File: config.mk
export PLATFORM = sky130hd
export DESIGN_NAME = csh_fill_seq_flat
export DESIGN_NICKNAME = d
export VERILOG_FILES = /design/src/rtl/csh_fill_pkg.sv /design/src/rtl/csh_fill_seq_if.sv /design/src/rtl/csh_fill_fifo.sv /design/src/rtl/csh_fill_seq.sv /design/src/flat_wrapper.sv
export SDC_FILE = /design/constraint.sdc
export NUM_CORES = 1
export LEC_CHECK = 0
export ABC_AREA = 1
export BUFFER_PORTS_ARGS = -buffer_cell sky130_fd_sc_hd__buf_2
export CAP_MARGIN = 20
export CORE_MARGIN = 2
export CORE_UTILIZATION = 45
export DETAILED_ROUTE_END_ITERATION = 8
export GPL_TIMING_DRIVEN = 0
export HOLD_SLACK_MARGIN = 0.1
export PLACE_DENSITY = 0.69
export SLEW_MARGIN = 15
export SYNTH_ARGS = -nofsm -noshare
export SYNTH_HDL_FRONTEND = slang
export SYNTH_SLANG_ARGS = --single-unit
File: constraint.sdc
create_clock -name clk -period 5.9 [get_ports clk]
set_clock_uncertainty 0.1 [all_clocks]
set_input_delay 1.77 -clock clk [delete_from_list [all_inputs] [get_ports clk]]
set_output_delay 1.77 -clock clk [all_outputs]
set_load 0.02 [all_outputs]
File: src/rtl/csh_fill_pkg.sv
// Shared types, constants and helper functions for the cache refill sequencer.
package csh_fill_pkg;

  localparam int unsigned WORDS_PER_BLK = 4;
  localparam int unsigned DATA_W        = 36;
  localparam int unsigned WD_W          = 2;

  typedef enum logic [1:0] {
    ST_IDLE,
    ST_FILL,
    ST_DONE
  } state_e;

  typedef struct packed {
    logic [DATA_W-1:0] data;
    logic              par;
    logic [WD_W-1:0]   wd;
  } fifo_ent_t;

  // Parity bit that makes the 36 data bits plus parity contain an odd number of ones.
  function automatic logic odd_par(input logic [DATA_W-1:0] d);
    return ~(^d);
  endfunction

  // First word at or after 'from' (wrapping mod 4) whose mask bit is set.
  function automatic logic [WD_W-1:0] next_wd(input logic [WD_W-1:0] from,
                                              input logic [WORDS_PER_BLK-1:0] mask);
    logic [WD_W-1:0] r;
    logic [WD_W-1:0] p;
    logic            found;
    r     = from;
    found = 1'b0;
    for (int unsigned i = 0; i < WORDS_PER_BLK; i++) begin
      p = from + WD_W'(i);
      if (!found && mask[p]) begin
        r     = p;
        found = 1'b1;
      end
    end
    return r;
  endfunction

  function automatic logic [2:0] popcnt(input logic [WORDS_PER_BLK-1:0] mask);
    logic [2:0] c;
    c = '0;
    for (int unsigned i = 0; i < WORDS_PER_BLK; i++) begin
      c = c + 3'(mask[i]);
    end
    return c;
  endfunction

endpackage

File: src/rtl/csh_fill_seq_if.sv
// Request, memory-return and cache-write signal bundle of the refill sequencer.
interface csh_fill_seq_if #(
  parameter int unsigned IDX_W = 7
);
  logic              fill_start_h;
  logic [1:0]        fill_wd_h;
  logic [3:0]        fill_mask_h;
  logic [IDX_W-1:0]  fill_idx_h;
  logic              mem_data_vld_h;
  logic [35:0]       mem_data_h;
  logic              mem_par_h;
  logic              mem_data_rdy_h;
  logic              csh_wr_ok_h;
  logic [35:0]       mem_to_cache_h;
  logic              csh_par_bit_in_h;
  logic [IDX_W+1:0]  cache_adr_h;
  logic              cache_wr_l;
  logic              fill_busy_h;
  logic              fill_done_h;
  logic              fill_err_h;

  modport slave (
    input  fill_start_h, fill_wd_h, fill_mask_h, fill_idx_h,
    input  mem_data_vld_h, mem_data_h, mem_par_h, csh_wr_ok_h,
    output mem_data_rdy_h, mem_to_cache_h, csh_par_bit_in_h, cache_adr_h,
    output cache_wr_l, fill_busy_h, fill_done_h, fill_err_h
  );

  modport master (
    output fill_start_h, fill_wd_h, fill_mask_h, fill_idx_h,
    output mem_data_vld_h, mem_data_h, mem_par_h, csh_wr_ok_h,
    input  mem_data_rdy_h, mem_to_cache_h, csh_par_bit_in_h, cache_adr_h,
    input  cache_wr_l, fill_busy_h, fill_done_h, fill_err_h
  );
endinterface

File: src/rtl/csh_fill_fifo.sv
// Skid buffer between memory return and cache write; push is ignored when full.
module csh_fill_fifo #(
  parameter int unsigned DEPTH = 2,
  parameter int unsigned W     = 39
) (
  input  logic         clk,
  input  logic         rst,
  input  logic         push_i,
  input  logic [W-1:0] din_i,
  input  logic         pop_i,
  output logic [W-1:0] dout_o,
  output logic         full_o,
  output logic         empty_o
);
  localparam int unsigned PW = (DEPTH > 1) ? $clog2(DEPTH) : 1;
  localparam int unsigned CW = $clog2(DEPTH + 1);

  logic [W-1:0]  mem_q [DEPTH];
  logic [PW-1:0] wp_q, wp_d;
  logic [PW-1:0] rp_q, rp_d;
  logic [CW-1:0] cnt_q, cnt_d;
  logic          do_push, do_pop;

  function automatic logic [PW-1:0] ptr_inc(input logic [PW-1:0] p);
    return (p == PW'(DEPTH - 1)) ? '0 : p + PW'(1);
  endfunction

  assign full_o  = (cnt_q == CW'(DEPTH));
  assign empty_o = (cnt_q == '0);
  assign dout_o  = mem_q[rp_q];
  assign do_push = push_i && !full_o;
  assign do_pop  = pop_i && !empty_o;

  always_comb begin
    wp_d  = wp_q;
    rp_d  = rp_q;
    cnt_d = cnt_q;
    if (do_push) wp_d = ptr_inc(wp_q);
    if (do_pop)  rp_d = ptr_inc(rp_q);
    if (do_push && !do_pop)      cnt_d = cnt_q + CW'(1);
    else if (!do_push && do_pop) cnt_d = cnt_q - CW'(1);
  end

  always_ff @(posedge clk or posedge rst) begin
    if (rst) begin
      wp_q  <= '0;
      rp_q  <= '0;
      cnt_q <= '0;
      for (int unsigned i = 0; i < DEPTH; i++) mem_q[i] <= '0;
    end else begin
      wp_q  <= wp_d;
      rp_q  <= rp_d;
      cnt_q <= cnt_d;
      if (do_push) mem_q[wp_q] <= din_i;
    end
  end
endmodule

File: src/rtl/csh_fill_seq.sv
// Cache refill sequencer: buffers a 4-word memory block and writes it to the cache in wrap order.
// Optional feature: define CSH_FILL_PAR_GEN_EN to regenerate write parity from the data.
module csh_fill_seq
  import csh_fill_pkg::*;
#(
  parameter int unsigned FIFO_DEPTH = 2,
  parameter int unsigned IDX_W      = 7
) (
  input logic           clk,
  input logic           crobar,
  csh_fill_seq_if.slave bus
);
  state_e           state_q, state_d;
  logic [IDX_W-1:0] idx_q, idx_d;
  logic [3:0]       mask_q, mask_d;
  logic [1:0]       pos_q, pos_d;
  logic [2:0]       exp_q, exp_d;
  logic [2:0]       rcv_q, rcv_d;
  logic [2:0]       wr_q, wr_d;
  logic             err_q, err_d;

  logic             full, empty, rdy, push, pop, par_bad, par_wr;
  fifo_ent_t        push_ent, head;

  csh_fill_fifo #(
    .DEPTH (FIFO_DEPTH),
    .W     ($bits(fifo_ent_t))
  ) u_fifo (
    .clk     (clk),
    .rst     (crobar),
    .push_i  (push),
    .din_i   (push_ent),
    .pop_i   (pop),
    .dout_o  (head),
    .full_o  (full),
    .empty_o (empty)
  );

  assign par_bad = (bus.mem_par_h != odd_par(bus.mem_data_h));

`ifdef CSH_FILL_PAR_GEN_EN
  // Poison the regenerated parity on a failing word so the read path sees the error again.
  assign par_wr = par_bad ? ~odd_par(bus.mem_data_h) : odd_par(bus.mem_data_h);
`else
  assign par_wr = bus.mem_par_h;
`endif

  assign rdy           = (state_q == ST_FILL) && !full && (rcv_q < exp_q);
  assign push          = bus.mem_data_vld_h && rdy;
  assign pop           = (state_q == ST_FILL) && !empty && bus.csh_wr_ok_h;
  assign push_ent.data = bus.mem_data_h;
  assign push_ent.par  = par_wr;
  assign push_ent.wd   = pos_q;

  always_comb begin
    state_d = state_q;
    idx_d   = idx_q;
    mask_d  = mask_q;
    pos_d   = pos_q;
    exp_d   = exp_q;
    rcv_d   = rcv_q;
    wr_d    = wr_q;
    err_d   = err_q;
    unique case (state_q)
      ST_IDLE: begin
        if (bus.fill_start_h) begin
          idx_d   = bus.fill_idx_h;
          mask_d  = bus.fill_mask_h;
          exp_d   = popcnt(bus.fill_mask_h);
          pos_d   = next_wd(bus.fill_wd_h, bus.fill_mask_h);
          rcv_d   = '0;
          wr_d    = '0;
          err_d   = 1'b0;
          state_d = (popcnt(bus.fill_mask_h) == '0) ? ST_DONE : ST_FILL;
        end
      end
      ST_FILL: begin
        if (push) begin
          rcv_d = rcv_q + 3'd1;
          pos_d = next_wd(pos_q + 2'd1, mask_q);
          if (par_bad) err_d = 1'b1;
        end
        if (pop) begin
          wr_d = wr_q + 3'd1;
          if ((wr_q + 3'd1) == exp_q) state_d = ST_DONE;
        end
      end
      ST_DONE: state_d = ST_IDLE;
      default: state_d = ST_IDLE;
    endcase
  end

  always_ff @(posedge clk or posedge crobar) begin
    if (crobar) begin
      state_q <= ST_IDLE;
      idx_q   <= '0;
      mask_q  <= '0;
      pos_q   <= '0;
      exp_q   <= '0;
      rcv_q   <= '0;
      wr_q    <= '0;
      err_q   <= 1'b0;
    end else begin
      state_q <= state_d;
      idx_q   <= idx_d;
      mask_q  <= mask_d;
      pos_q   <= pos_d;
      exp_q   <= exp_d;
      rcv_q   <= rcv_d;
      wr_q    <= wr_d;
      err_q   <= err_d;
    end
  end

  // Write bus is held at zero outside write cycles.
  assign bus.mem_data_rdy_h   = rdy;
  assign bus.cache_wr_l       = ~pop;
  assign bus.mem_to_cache_h   = pop ? head.data : '0;
  assign bus.csh_par_bit_in_h = pop ? head.par : 1'b0;
  assign bus.cache_adr_h      = pop ? {idx_q, head.wd} : '0;
  assign bus.fill_busy_h      = (state_q != ST_IDLE);
  assign bus.fill_done_h      = (state_q == ST_DONE);
  assign bus.fill_err_h       = err_q;
endmodule
File: src/flat_wrapper.sv
// flat-port wrapper written by rule: the top's interface ports become plain ports
module csh_fill_seq_flat import csh_fill_pkg::*;
#(
  parameter int unsigned FIFO_DEPTH = 2,
  parameter int unsigned IDX_W      = 7
)
  (clk, crobar, bus_fill_start_h, bus_fill_wd_h, bus_fill_mask_h, bus_fill_idx_h, bus_mem_data_vld_h, bus_mem_data_h, bus_mem_par_h, bus_csh_wr_ok_h, bus_mem_data_rdy_h, bus_mem_to_cache_h, bus_csh_par_bit_in_h, bus_cache_adr_h, bus_cache_wr_l, bus_fill_busy_h, bus_fill_done_h, bus_fill_err_h);
  csh_fill_seq_if #(.IDX_W(IDX_W)) bus_i ();
  input logic clk;
  input logic crobar;
  input wire logic [$bits(bus_i.fill_start_h)-1:0] bus_fill_start_h;
  input wire logic [$bits(bus_i.fill_wd_h)-1:0] bus_fill_wd_h;
  input wire logic [$bits(bus_i.fill_mask_h)-1:0] bus_fill_mask_h;
  input wire logic [$bits(bus_i.fill_idx_h)-1:0] bus_fill_idx_h;
  input wire logic [$bits(bus_i.mem_data_vld_h)-1:0] bus_mem_data_vld_h;
  input wire logic [$bits(bus_i.mem_data_h)-1:0] bus_mem_data_h;
  input wire logic [$bits(bus_i.mem_par_h)-1:0] bus_mem_par_h;
  input wire logic [$bits(bus_i.csh_wr_ok_h)-1:0] bus_csh_wr_ok_h;
  output wire logic [$bits(bus_i.mem_data_rdy_h)-1:0] bus_mem_data_rdy_h;
  output wire logic [$bits(bus_i.mem_to_cache_h)-1:0] bus_mem_to_cache_h;
  output wire logic [$bits(bus_i.csh_par_bit_in_h)-1:0] bus_csh_par_bit_in_h;
  output wire logic [$bits(bus_i.cache_adr_h)-1:0] bus_cache_adr_h;
  output wire logic [$bits(bus_i.cache_wr_l)-1:0] bus_cache_wr_l;
  output wire logic [$bits(bus_i.fill_busy_h)-1:0] bus_fill_busy_h;
  output wire logic [$bits(bus_i.fill_done_h)-1:0] bus_fill_done_h;
  output wire logic [$bits(bus_i.fill_err_h)-1:0] bus_fill_err_h;
  assign bus_i.fill_start_h = bus_fill_start_h;
  assign bus_i.fill_wd_h = bus_fill_wd_h;
  assign bus_i.fill_mask_h = bus_fill_mask_h;
  assign bus_i.fill_idx_h = bus_fill_idx_h;
  assign bus_i.mem_data_vld_h = bus_mem_data_vld_h;
  assign bus_i.mem_data_h = bus_mem_data_h;
  assign bus_i.mem_par_h = bus_mem_par_h;
  assign bus_i.csh_wr_ok_h = bus_csh_wr_ok_h;
  assign bus_mem_data_rdy_h = bus_i.mem_data_rdy_h;
  assign bus_mem_to_cache_h = bus_i.mem_to_cache_h;
  assign bus_csh_par_bit_in_h = bus_i.csh_par_bit_in_h;
  assign bus_cache_adr_h = bus_i.cache_adr_h;
  assign bus_cache_wr_l = bus_i.cache_wr_l;
  assign bus_fill_busy_h = bus_i.fill_busy_h;
  assign bus_fill_done_h = bus_i.fill_done_h;
  assign bus_fill_err_h = bus_i.fill_err_h;
  csh_fill_seq #(.FIFO_DEPTH(FIFO_DEPTH), .IDX_W(IDX_W)) u_core (.clk(clk), .crobar(crobar), .bus(bus_i));
endmodule
==> impl_metrics.yaml, run 1 <==
grt:
  grt_max_degree: 75
  track_usage: 0.2223
  grt_pass1_wl_mm: 25.39
  grt_pass1_vias: 5312
  antenna_found_initial: 0
  grt_overflow: 0
yosys:
  synth_xor_area_frac: 0.02440
  post-synth-top-count-cell: "nand2_1"
  ys_warn_count: 0
  synthAdderAreaFrac: 0.01763
  async_flop_share: 1.000
  synth_mux_area_frac: 0.01845
  synth_flop_cell: "dfrtp_1"
  synthTopCellsByArea: "dfrtp_1, nand2_1, a21oi_1"
  synth_area_leader_cell: "dfrtp_1"
  synth_top_family_by_area: "simple AND/OR/NAND/NOR gates"
  avgSynthCellArea_um2: 7.223
  syn_area_um2: 6103
  synth_cells: 845
  synth.distinct_cells: 35
  synth-simple-area-share: 0.2772
  synth_edf_count: 0
  yosys.area.top_type_share: 0.4387
  synth_compound_area_frac: 0.1279
  synth_common_cells: "nand2_1, dfrtp_1, inv_1"
  synth_fp_nets: 908
  synth_seq_cells: 107
  seq_area_frac_synth: 0.4387
setup_path:
  crit_type: "input pin to output pin"
  start_kind: "input pin"
  crit_family: "buffers and inverters"
  slowest_stage: "nor2_1"
  worst_ep_required_time_ps: 4030
  cpMostUsedCell: "buf_2"
  crit_arrival_ps: 3390
  end_kind: "output pin"
  crit_path_max_fanout: 10
  cp_num_buf_inv: 4
  path_cells: "buf_2, o21ai_0, nor2_1, inv_1, clkbuf_1, a21oi_1, buf_2"
  slowest_delay_ps: 450
sta:
  worst_pin_slew_ps: 686.7
  rsz0062_at_grt: "false"
  finalCritPeriodShare: 0.8919
  slew_violations: 0
  period_needed_ps: 5262
  max_slew_margin: 0.5422
  setup_viol: 0
  hold_viol: 0
  finalWorstSetupSlack_ps: 637.9
  max_freq_mhz: 190.0
routing:
  vias: 5641
  finalWirelength_mm: 15.26
  drt_iter0_markers: 394
  detail_route.wl_per_cell_um: 13.36
  vias_per_cell: 4.940
  first_pass_iters: 5
  drc: 0
  antenna_left: 0
power_and_ir_drop:
  power_density_nw_per_um2: 538.7
  leakagePower_nw: 3.857
  ir_drop_v: 0.0002132
die:
  die_area_um2: 14510
  pin_count: 106
  rows: 42
  die_w_um: 120.5
  die_h_um: 120.5
  coreArea_um2: 13240
  initial_core_util: 0.4609
place:
  place_area_um2: 6877
  dp_slack_ps: 651.9
  routabilityCongestion: 0.8367
  dp_hpwl_mm: 11.07
  place_inst: 1126
  io_buffers: 104
clock_network:
  path_clk_slew_ps: 70
  cts_buffers: 9
  cts_resized: 0
  cts.sinks: 107
  h-tree-depth: 3
  clk_path_buf_depth: 2
  post-cts-setup-buffers: 0
  holdBufCountCts: 0
  cts_tree: "done"
  clk_latency_ps: 350
  root_buffer: "clkbuf_16"
flow_run:
  cap_violations: 0
finish:
  n_antenna_cell: 0
  drive_gt1_frac: 0.1646
  fin_cells: 1142
  fin_area_um2: 7176
  final_util: 0.5419
  area_growth_pct: 17.57
  nets: 1024
min_path:
  hold_class: "flop to flop"
status:
  status: "completed"
state kept, by name, indices dropped and copies added (netlist names):
signal                 cells
u_core.wr_q                3
u_core.u_fifo.mem_q       78
u_core.rcv_q               3
u_core.mask_q              4
u_core.state_q             2
u_core.exp_q               3
u_core.pos_q               2
u_core.idx_q               7
u_core.u_fifo.rp_q         1
u_core.u_fifo.wp_q         1
u_core.u_fifo.cnt_q        2
u_core.bus.fill_err_h      1
area by class of cell:
cell class / count / area (um2)
fillers: 1340 / 6067
multi-input cells: 610 / 2841
flip-flops and latches: 107 / 2678
repair buffers: 105 / 548.0
inverters: 96 / 369.1
clock buffers: 12 / 266.5
plain buffers: 32 / 220.2
well taps: 176 / 220.2
clock inverters: 4 / 32.53
cells by family after synthesis:
logic type / after synthesis
AND/OR/NAND/NOR: 425
flip-flops: 107
XOR/XNOR: 17
multiplexers: 10
adder cells (fa/ha/maj): 8
AO/OA/AOI/OAI: 150
buffers and inverters: 128
path summary, 6_finish.rpt:
kind / start / endpoint / slack (ps) / depth (start not counted)
setup / recovery: bus_csh_wr_ok_h / bus_mem_to_cache_h[14] / 640 / 7
hold / removal: u_core.u_fifo.mem_q[52]$_DFFE_PP0P_ / u_core.u_fifo.mem_q[52]$_DFFE_PP0P_ / 380 / 2
setup reg to reg: u_core.state_q[0]$_DFFE_PP0P_ / u_core.u_fifo.cnt_q[1]$_DFFE_PP0P_ / 3270 / 8
hold reg to reg: u_core.u_fifo.mem_q[52]$_DFFE_PP0P_ / u_core.u_fifo.mem_q[52]$_DFFE_PP0P_ / 380 / 2
max in group asynchronous: crobar / u_core.u_fifo.mem_q[49]$_DFFE_PP0P_ / 3740 / 3
min in group asynchronous: crobar / u_core.u_fifo.mem_q[72]$_DFFE_PP0P_ / 1290 / 2
tightest hold or removal path, stage by stage, from the launching register on:
cell and delay, ps:
dfrtp_1 350, nand2_1 50, nand2_1 50
stage by stage:
step	total power, mW	setup TNS [ps]	hold WS, ps
6_report	3.865	0	376.6
5_1_grt	4.201	0	403.6
4_1_cts	3.890	0	375.4
3_5_place_dp	3.275	0	359.3
3_3_place_gp	3.227	-7437	355.2
2_1_floorplan	2.720	0	342.2
report_power, final:
| part | switching, mW | leakage (nW) | internal [mW] | total, mW |
|---|---|---|---|---|
| Combinational | 1.28 | 2.43 | 0.700 | 1.98 |
| Clock | 0.281 | 0.141 | 0.324 | 0.605 |
| Sequential | 0.179 | 1.28 | 1.10 | 1.28 |
| Total | 1.74 | 3.86 | 2.12 | 3.87 |
per-layer routing:
layer  vias to the layer above  GRT usage  part of all wire
li1                       2874          -                 -
met1                      2614     0.3066              0.47
met2                       139     0.3612              0.46
met3                        14    0.03302             0.056
met4                         0    0.07195             0.015
met5                         -          0                 0
placed cells by master, fill, tap and decap left out, drive strengths merged, types with 4 or more instances in the layout:
| master | instances |
|---|---|
| inv | 96 |
| nor3 | 4 |
| o21ai | 69 |
| xor2 | 7 |
| nor2 | 91 |
| ha | 7 |
| nand2 | 306 |
| dfrtp | 107 |
| clkbuf | 24 |
| a21oi | 76 |
| nand3 | 22 |
| buf | 125 |
| xnor2 | 10 |
| mux2 | 10 |
(Power assumes the default switching activity.)
==> inputs of run 2 (changes only) <==
--- a/config.mk
+++ b/config.mk
@@ -13,7 +13,8 @@
 export DETAILED_ROUTE_END_ITERATION = 8
 export GPL_TIMING_DRIVEN = 0
 export HOLD_SLACK_MARGIN = 0.1
-export PLACE_DENSITY = 0.69
+export PLACE_DENSITY = 0.66
+export SKIP_CTS_REPAIR_TIMING = 1
 export SLEW_MARGIN = 15
 export SYNTH_ARGS = -nofsm -noshare
 export SYNTH_HDL_FRONTEND = slang
==> run 2 against run 1 <==
Net effect:
- clock power up 0.7%
- sequential cell count unchanged
- utilization about the same
- largest power group unchanged
- hold slack worse by 2.5 ps
- first-iteration DRC count down 21%
- largest cell class unchanged
- non-clock buffer count unchanged
- clock-buffer cell count down 1
==> impl_metrics.yaml, run 2 (synthesized netlist as in run 1, its figures left out) <==
status:
  status: "completed"
die:
  initial_core_util: 0.4609
  coreArea_um2: 13240
  rows: 42
  die_area_um2: 14510
  die_h_um: 120.5
  pin_count: 106
  die_w_um: 120.5
sta:
  setup_tns_ps: 0
  setup_viol: 0
  worst_pin_slew_ps: 646.3
  max_slew_margin: 0.5691
  slew_violations: 0
  period_needed_ps: 5213
  max_freq_mhz: 191.8
  hold_viol: 0
  finalCritPeriodShare: 0.8836
  rsz0062_at_grt: "false"
power_and_ir_drop:
  power_density_nw_per_um2: 538.1
  ir_drop_v: 0.0001892
  leakagePower_nw: 3.861
  total_power_mw: 3.859
clock_network:
  root_buffer: "clkbuf_16"
  h-tree-depth: 3
  clk_path_buf_depth: 2
  cts_tree: "done"
  path_clk_slew_ps: 70
  clk_latency_ps: 350
  cts_buffers: 9
  cts.sinks: 107
finish:
  largest_register: "u_core.u_fifo.mem_q"
  n_antenna_cell: 0
  final_common_cell: "nand2_1"
  area_growth_pct: 17.51
  final_cell_mix: "nand2_1, dfrtp_1, buf_2"
  largest_reg_flops: 78
  nets: 1024
  drive_gt1_frac: 0.1636
  fin_cells: 1142
  largest_registers: "u_core.u_fifo.mem_q: 78 flops, u_core.idx_q: 7 flops, u_core.mask_q: 4 flops"
  fin_area_um2: 7172
setup_path:
  start_kind: "input pin"
  crit_arrival_ps: 3340
  crit_path_max_fanout: 10
  worst_ep_required_time_ps: 4030
  end_kind: "output pin"
  crit_type: "input pin to output pin"
grt:
  grt_pass1_wl_mm: 25.03
  grt_max_degree: 81
  antenna_found_initial: 0
  grt_overflow: 0
  track_usage: 0.2178
  grt_pass1_vias: 5200
place:
  place_inst: 1126
  dp_hpwl_mm: 11.06
  place_area_um2: 6877
  io_buffers: 104
  routabilityCongestion: 0.7762
min_path:
  hold_class: "flop to flop"
routing:
  finalWirelength_mm: 15.07
  antenna_left: 0
  detail_route.wl_per_cell_um: 13.20
  drc: 0
  vias_per_cell: 4.877
  first_pass_iters: 6
  drt_iter0_markers: 311
  vias: 5569
flow_run:
  cap_violations: 0
==> run 2: cell count changes in the layout (fill, tap and decap cells not counted) <==
| cell | delta |
|---|---|
| inv_6 | -1 |
| clkbuf_8 | -2 |
| clkbuf_1 | +1 |
| clkinv_4 | -1 |
| bufinv_16 | +1 |
| clkinv_2 | +3 |
| clkinvlp_4 | -1 |
==> run 2: path summary, 6_finish.rpt <==
path	startpoint	end	slack, ps	depth (start not counted)
max	bus_csh_wr_ok_h	bus_mem_to_cache_h[35]	690	8
max in group asynchronous	crobar	u_core.u_fifo.mem_q[22]$_DFFE_PP0P_	3740	3
max reg2reg	u_core.state_q[0]$_DFFE_PP0P_	u_core.u_fifo.cnt_q[1]$_DFFE_PP0P_	3370	8
min	u_core.u_fifo.mem_q[51]$_DFFE_PP0P_	u_core.u_fifo.mem_q[51]$_DFFE_PP0P_	370	2
min reg2reg	u_core.u_fifo.mem_q[51]$_DFFE_PP0P_	u_core.u_fifo.mem_q[51]$_DFFE_PP0P_	370	2
min in group asynchronous	crobar	u_core.idx_q[3]$_DFFE_PP0P_	1280	2
==> run 2: stage by stage <==
stage          hold WS, ps  worst slack, ps  utilization
2_1_floorplan        342.2             1213            -
3_3_place_gp         355.8           -146.2       0.5168
3_5_place_dp         359.5            680.6       0.5193
4_1_cts              376.7            659.1       0.5416
5_1_grt              398.7            606.5       0.5416
6_report             374.1            686.7       0.5416
==> run 2: layer usage <==
metal / wire [um] / GRT usage / vias to the layer above
met5: 0 / 0 / -
met3: 758 / 0.03160 / 11
met4: 138 / 0.05233 / 0
li1: - / - / 2860
met2: 6918 / 0.3559 / 134
met1: 7255 / 0.3068 / 2564
==> run 2: power by group <==
part / internal (mW) / leakage [nW] / total (mW) / switching, mW
Combinational: 0.700 / 2.43 / 1.97 / 1.27
Sequential: 1.10 / 1.28 / 1.28 / 0.178
Clock: 0.339 / 0.145 / 0.609 / 0.270
==> run 2: cell type report <==
type / instances / area (um2)
buffer: 32 / 220.2
tap: 176 / 220.2
sequential: 107 / 2678
multi-input combinational: 610 / 2841
timing repair buffer: 105 / 548.0
fill: 1337 / 6071
clock inverter: 5 / 52.55
inverter: 96 / 369.1
clock buffer: 11 / 242.7
==> run 2: worst max-delay path: stages <==
cell and delay, ps:
buf_2 90, o21ai_0 70, nor2_1 420, inv_1 160, buf_2 240, buf_2 220
nor2_1 170, buf_2 190
